`config.mk`:
```
export PLATFORM = sky130hd
export DESIGN_NAME = rggen_host_arbiter
export DESIGN_NICKNAME = d
export VERILOG_FILES = /design/src/rtl/rggen_host_arbiter.sv
export SDC_FILE = /design/constraint.sdc
export NUM_CORES = 1
export LEC_CHECK = 0
export CAP_MARGIN = 40
export CORE_ASPECT_RATIO = 0.5
export CORE_UTILIZATION = 21
export CTS_CLUSTER_SIZE = 20
export DETAILED_ROUTE_END_ITERATION = 7
export PLACE_DENSITY = 0.95
export SLEW_MARGIN = 20
export SYNTH_ARGS = -nofsm -noshare
export SYNTH_HDL_FRONTEND = slang
export SYNTH_SLANG_ARGS = --single-unit
```
`constraint.sdc`:
```
create_clock -name clk -period 1.6 [get_ports clk]
set_clock_uncertainty 0.05 [all_clocks]
set_input_delay 0.32 -clock clk [delete_from_list [all_inputs] [get_ports clk]]
set_output_delay 0.32 -clock clk [all_outputs]
set_load 0.01 [all_outputs]
```
`src/rtl/rggen_host_arbiter.sv`:
```
// Round-robin arbiter sharing one register-block command/response port between HOSTS bridges.
// The grant is held from command issue until the downstream response pulse.
module rggen_host_arbiter #(
    parameter int unsigned HOSTS         = 2,
    parameter int unsigned ADDRESS_WIDTH = 16,
    parameter int unsigned DATA_WIDTH    = 32
) (
    input  logic                           clk,
    input  logic                           rst_n,
    input  logic [HOSTS-1:0]               i_host_command_valid,
    input  logic [HOSTS-1:0]               i_host_read,
    input  logic [HOSTS*ADDRESS_WIDTH-1:0] i_host_address,
    input  logic [HOSTS*DATA_WIDTH-1:0]    i_host_write_data,
    output logic [HOSTS-1:0]               o_host_response_ready,
    output logic [DATA_WIDTH-1:0]          o_host_read_data,
    output logic [1:0]                     o_host_status,
    output logic                           o_command_valid,
    output logic                           o_read,
    output logic [ADDRESS_WIDTH-1:0]       o_address,
    output logic [DATA_WIDTH-1:0]          o_write_data,
    input  logic                           i_response_ready,
    input  logic [DATA_WIDTH-1:0]          i_read_data,
    input  logic [1:0]                     i_status
);

    localparam int unsigned GW = (HOSTS > 1) ? $clog2(HOSTS) : 1;

    typedef enum logic {StIdle, StBusy} state_e;

    state_e        state_q, state_d;
    logic [GW-1:0] grant_q, grant_d;
    logic [GW-1:0] ptr_q, ptr_d;
    logic [GW-1:0] pick;
    logic          found;
    logic          resp_fire;

    // First pass covers hosts at or above the pointer, second pass wraps to host 0.
    always_comb begin
        pick  = ptr_q;
        found = 1'b0;
        for (int h = 0; h < int'(HOSTS); h++) begin
            if (!found && i_host_command_valid[h] && (h >= int'(ptr_q))) begin
                pick  = h[GW-1:0];
                found = 1'b1;
            end
        end
        for (int h = 0; h < int'(HOSTS); h++) begin
            if (!found && i_host_command_valid[h]) begin
                pick  = h[GW-1:0];
                found = 1'b1;
            end
        end
    end

    always_comb begin
        state_d = state_q;
        grant_d = grant_q;
        ptr_d   = ptr_q;
        unique case (state_q)
            StIdle: begin
                if (|i_host_command_valid) begin
                    state_d = StBusy;
                    grant_d = pick;
                    ptr_d   = (int'(pick) == int'(HOSTS) - 1) ? '0 : pick + 1'b1;
                end
            end
            StBusy: begin
                if (i_response_ready) begin
                    state_d = StIdle;
                end
            end
            default: state_d = StIdle;
        endcase
    end

    always_ff @(posedge clk or negedge rst_n) begin
        if (!rst_n) begin
            state_q <= StIdle;
            grant_q <= '0;
            ptr_q   <= '0;
        end else begin
            state_q <= state_d;
            grant_q <= grant_d;
            ptr_q   <= ptr_d;
        end
    end

    assign o_command_valid = (state_q == StBusy);
    assign resp_fire       = (state_q == StBusy) && i_response_ready;

    always_comb begin
        o_read                = 1'b0;
        o_address             = '0;
        o_write_data          = '0;
        o_host_response_ready = '0;
        for (int h = 0; h < int'(HOSTS); h++) begin
            if (grant_q == h[GW-1:0]) begin
                o_read                   = i_host_read[h];
                o_address                = i_host_address[h*ADDRESS_WIDTH+:ADDRESS_WIDTH];
                o_write_data             = i_host_write_data[h*DATA_WIDTH+:DATA_WIDTH];
                o_host_response_ready[h] = resp_fire;
            end
        end
    end

    assign o_host_read_data = resp_fire ? i_read_data : '0;
    assign o_host_status    = resp_fire ? i_status : 2'b00;

endmodule

```
==> metrics.yaml <==
placement:
  post_dp_cell_area_sq_um: 3500
  preCtsSetupSlack_ns: -0.511
  io_buffer_count: 222
  gp_routability_congestion: 0.839
sta:
  final_critical_path_setup_slack_ns: -0.214
  setup_viol: 51
  worst_slew_margin_rel_pct: 85.4
  tightestPinTransition_ns: 0.220
  rsz0062_at_grt: "true"
  fmaxAchievable_mhz: 551
  finalWorstPathRequiredPeriod_ns: 1.81
  report.final.slew_viol_count: 0
  fin_crit_sh_pct: 113
  report.final.hold_viol_count: 0
status:
  status: "complete, but fails checks"
  violations: "negative setup slack"
clocking:
  clock_sink_count: 3
  cts_buffers: 3
  cts.clk_slew.worst_paths_ns: 0.03
  holdBufCountCts: 0
  ctsLongestPathBuffers: 2
  clk-insertion-delay-late_ns: 0.22
  htree_num_levels: 1
  cts.root.buffer_cell: "sky130_fd_sc_hd__clkbuf_16"
  tritoncts: "yes"
power:
  fin_total_pwr_mw: 2.97
  total_power_density_per_cell_area_nw_per_um2: 788
  power.ir.vdd_worst_mv: 0.492
  static-leakage-power_nw: 1.91
setup_path:
  cp_max_fo: 6
  worstPathCellList: "buf_6 -> buf_16 -> mux2_4 -> buf_6"
  rr_worst_depth: 4
  crit_path_end_kind: "primary output"
  critical_path.max_stage_delay_ns: 0.48
  rr_endpoint: "grant_q"
  worstReg2RegStart: "grant_q"
  cpMostUsedCell: "sky130_fd_sc_hd__buf_6"
  criticalPathCategory: "register to primary output"
  worst_ep_arrival_time_ns: 1.44
  reg2reg_slack_ns: 0.37
  worstSetupStartpointType: "register"
  critPathRequiredTime_ns: 1.23
  cp_max_stage_cell: "sky130_fd_sc_hd__dfrtp_2"
finish:
  final_layout_size_suffix_gt1_share_pct: 45.5
  final_area_sq_um: 3770
  utilization_pct: 68.3
  diodes: 0
  nNetsFinal: 481
  synthToLayoutAreaGrowth_pct: 210
synthesis:
  synth_top_cell_area_share_pct: 58.1
  netlist_top_cells_area: "sky130_fd_sc_hd__mux2_4 58%, sky130_fd_sc_hd__and3_1 18%, sky130_fd_sc_hd__buf_12 6.6%"
  synthMostInstantiatedCell: "sky130_fd_sc_hd__mux2_4"
  synth_largest_area_cell: "sky130_fd_sc_hd__mux2_4"
  synth.net_count: 246
  synth_edf_count: 0
  ys_seq_area_share_pct: 6.19
  yosys_warnings: 0
  synth.cell_area_sq_um: 1210
  synth_commonest_cells: "47 x sky130_fd_sc_hd__mux2_4, 35 x sky130_fd_sc_hd__and3_1, 4 x sky130_fd_sc_hd__buf_12"
  ys_seq_elements: 3
  synthesis.instances: 109
  synthesis.area_per_instance_sq_um: 11.1
  netlist-cell-type-count: 17
  synthArstFlopShare_pct: 100
  synth-main-ff-cell: "sky130_fd_sc_hd__dfrtp_1"
run:
  cap_viol_max_count: 0
worst_hold_path:
  holdCritPathClass: "primary input to asynchronous set/reset pin"
drt:
  totalWireLength_um: 7790
  dr_total_vias: 1884
  drt_first_pass_iters: 4
  dr.first_iter.drc_count: 53
  vias_per_cell: 4.53
  route.detailed.drc: 0
  avgRoutedWirePerCell_um: 18.7
  drtAntennaViolNets: 0
floorplanning:
  die_height_um: 55.8
  rows: 19
  die_width_um: 110
  initial_utilization_pct: 22.0
  fp.dieArea_sq_um: 6110
  core_ar_sq_um: 5520
  ios: 223
grt:
  number_of_antenna_violations_at_the_first_check_in_global_routing: 0
  globalRouteOverflowTotal: 0
  vias_in_the_first_global_route: 2074
  grt_use_total_pct: 24.4
  grt_pass1_wl_um: 11100
  grt_start_max_net_pins: 31
==> critical path, delay by kind of cell (launching register included) <==
family,cells,cell delay (ns)
DFF,1,0.48
buffers and inverters,3,0.44
muxes,1,0.31
==> cells by family (layout without fill, tap and decap cells) <==
logic type             count (synthesis)  count (layout)  synth area share [%]
AND/OR/NAND/NOR                       41              41                  20.7
AO/OA/AOI/OAI                          3               3                  2.06
flip-flops                             3               3                  6.19
multiplexers                          49              49                  60.0
buffers and inverters                 13             247                  11.0
==> registers in the layout, summed over array words and instances, names as in the netlist <==
signal	count
ptr_q	1
o_command_valid	1
grant_q	1
==> how the worst max path moves through the flow <==
| stage | startpoint | cells after the start | to |
|---|---|---|---|
| floorplan | o_command_valid | 3 | o_host_read_data[12] |
| detailed placement | i_response_ready | 4 | o_host_read_data[28] |
| CTS | grant_q | 4 | o_write_data[4] |
| finish | grant_q | 4 | o_write_data[14] |
| global placement | i_response_ready | 4 | o_host_status[1] |
| global route | grant_q | 4 | o_write_data[14] |
==> report_power, final <==
| group | total (mW) | leakage (nW) | switching [mW] | internal, mW |
|---|---|---|---|---|
| Clock | 0.393 | 0.0382 | 0.0642 | 0.328 |
| Combinational | 2.44 | 1.83 | 0.834 | 1.61 |
| Sequential | 0.132 | 0.0326 | 0.0358 | 0.0964 |
==> cell type report <==
type                    count  area, sq um
multi-input cells          93         1020
clock buffers               4         78.8
flip-flops and latches      3         76.3
fillers                   392         1750
repair buffers            243         2490
well taps                  73         91.3
==> through the flow <==
step | hold slack (ns) | std cells | setup TNS (ns)
final | 0.247 | 416 | -8.38
after global routing | 0.254 | 416 | -9.95
after CTS | 0.249 | 418 | -9.28
after detailed placement | 0.478 | 398 | -29.94
after global placement | 0.445 | 398 | -28.03
after floorplan | -0.0256 | 109 | 0
==> routing by layer <==
layer	GRT usage [%]	up-vias	part of all wire (%)
met5	0	-	0
met4	7.43	0	2.1
met3	4.22	16	7.0
met2	48.3	89	54
met1	26.0	904	37
li1	-	875	-
==> layout by cell type (no fill, tap or decap), types with 4 or more instances in the layout <==
cell type	instances
sky130_fd_sc_hd__and3_1	34
sky130_fd_sc_hd__buf_16	4
sky130_fd_sc_hd__buf_4	4
sky130_fd_sc_hd__buf_2	26
sky130_fd_sc_hd__mux2_4	49
sky130_fd_sc_hd__buf_6	53
sky130_fd_sc_hd__dlygate4sd2_1	7
sky130_fd_sc_hd__buf_12	5
sky130_fd_sc_hd__clkdlybuf4s50_1	135
==> what timing repair did <==
| action | 4_1_cts | 5_1_grt |
|---|---|---|
| resized for setup | 388 | 8 |
| cloned | 6 | 0 |
| buffers inserted | 10 | 0 |
| pin swaps | 0 | 1 |
| endpoints found under the setup margin | 86 | 54 |
Note: power is estimated with default switching activity, not from simulation.
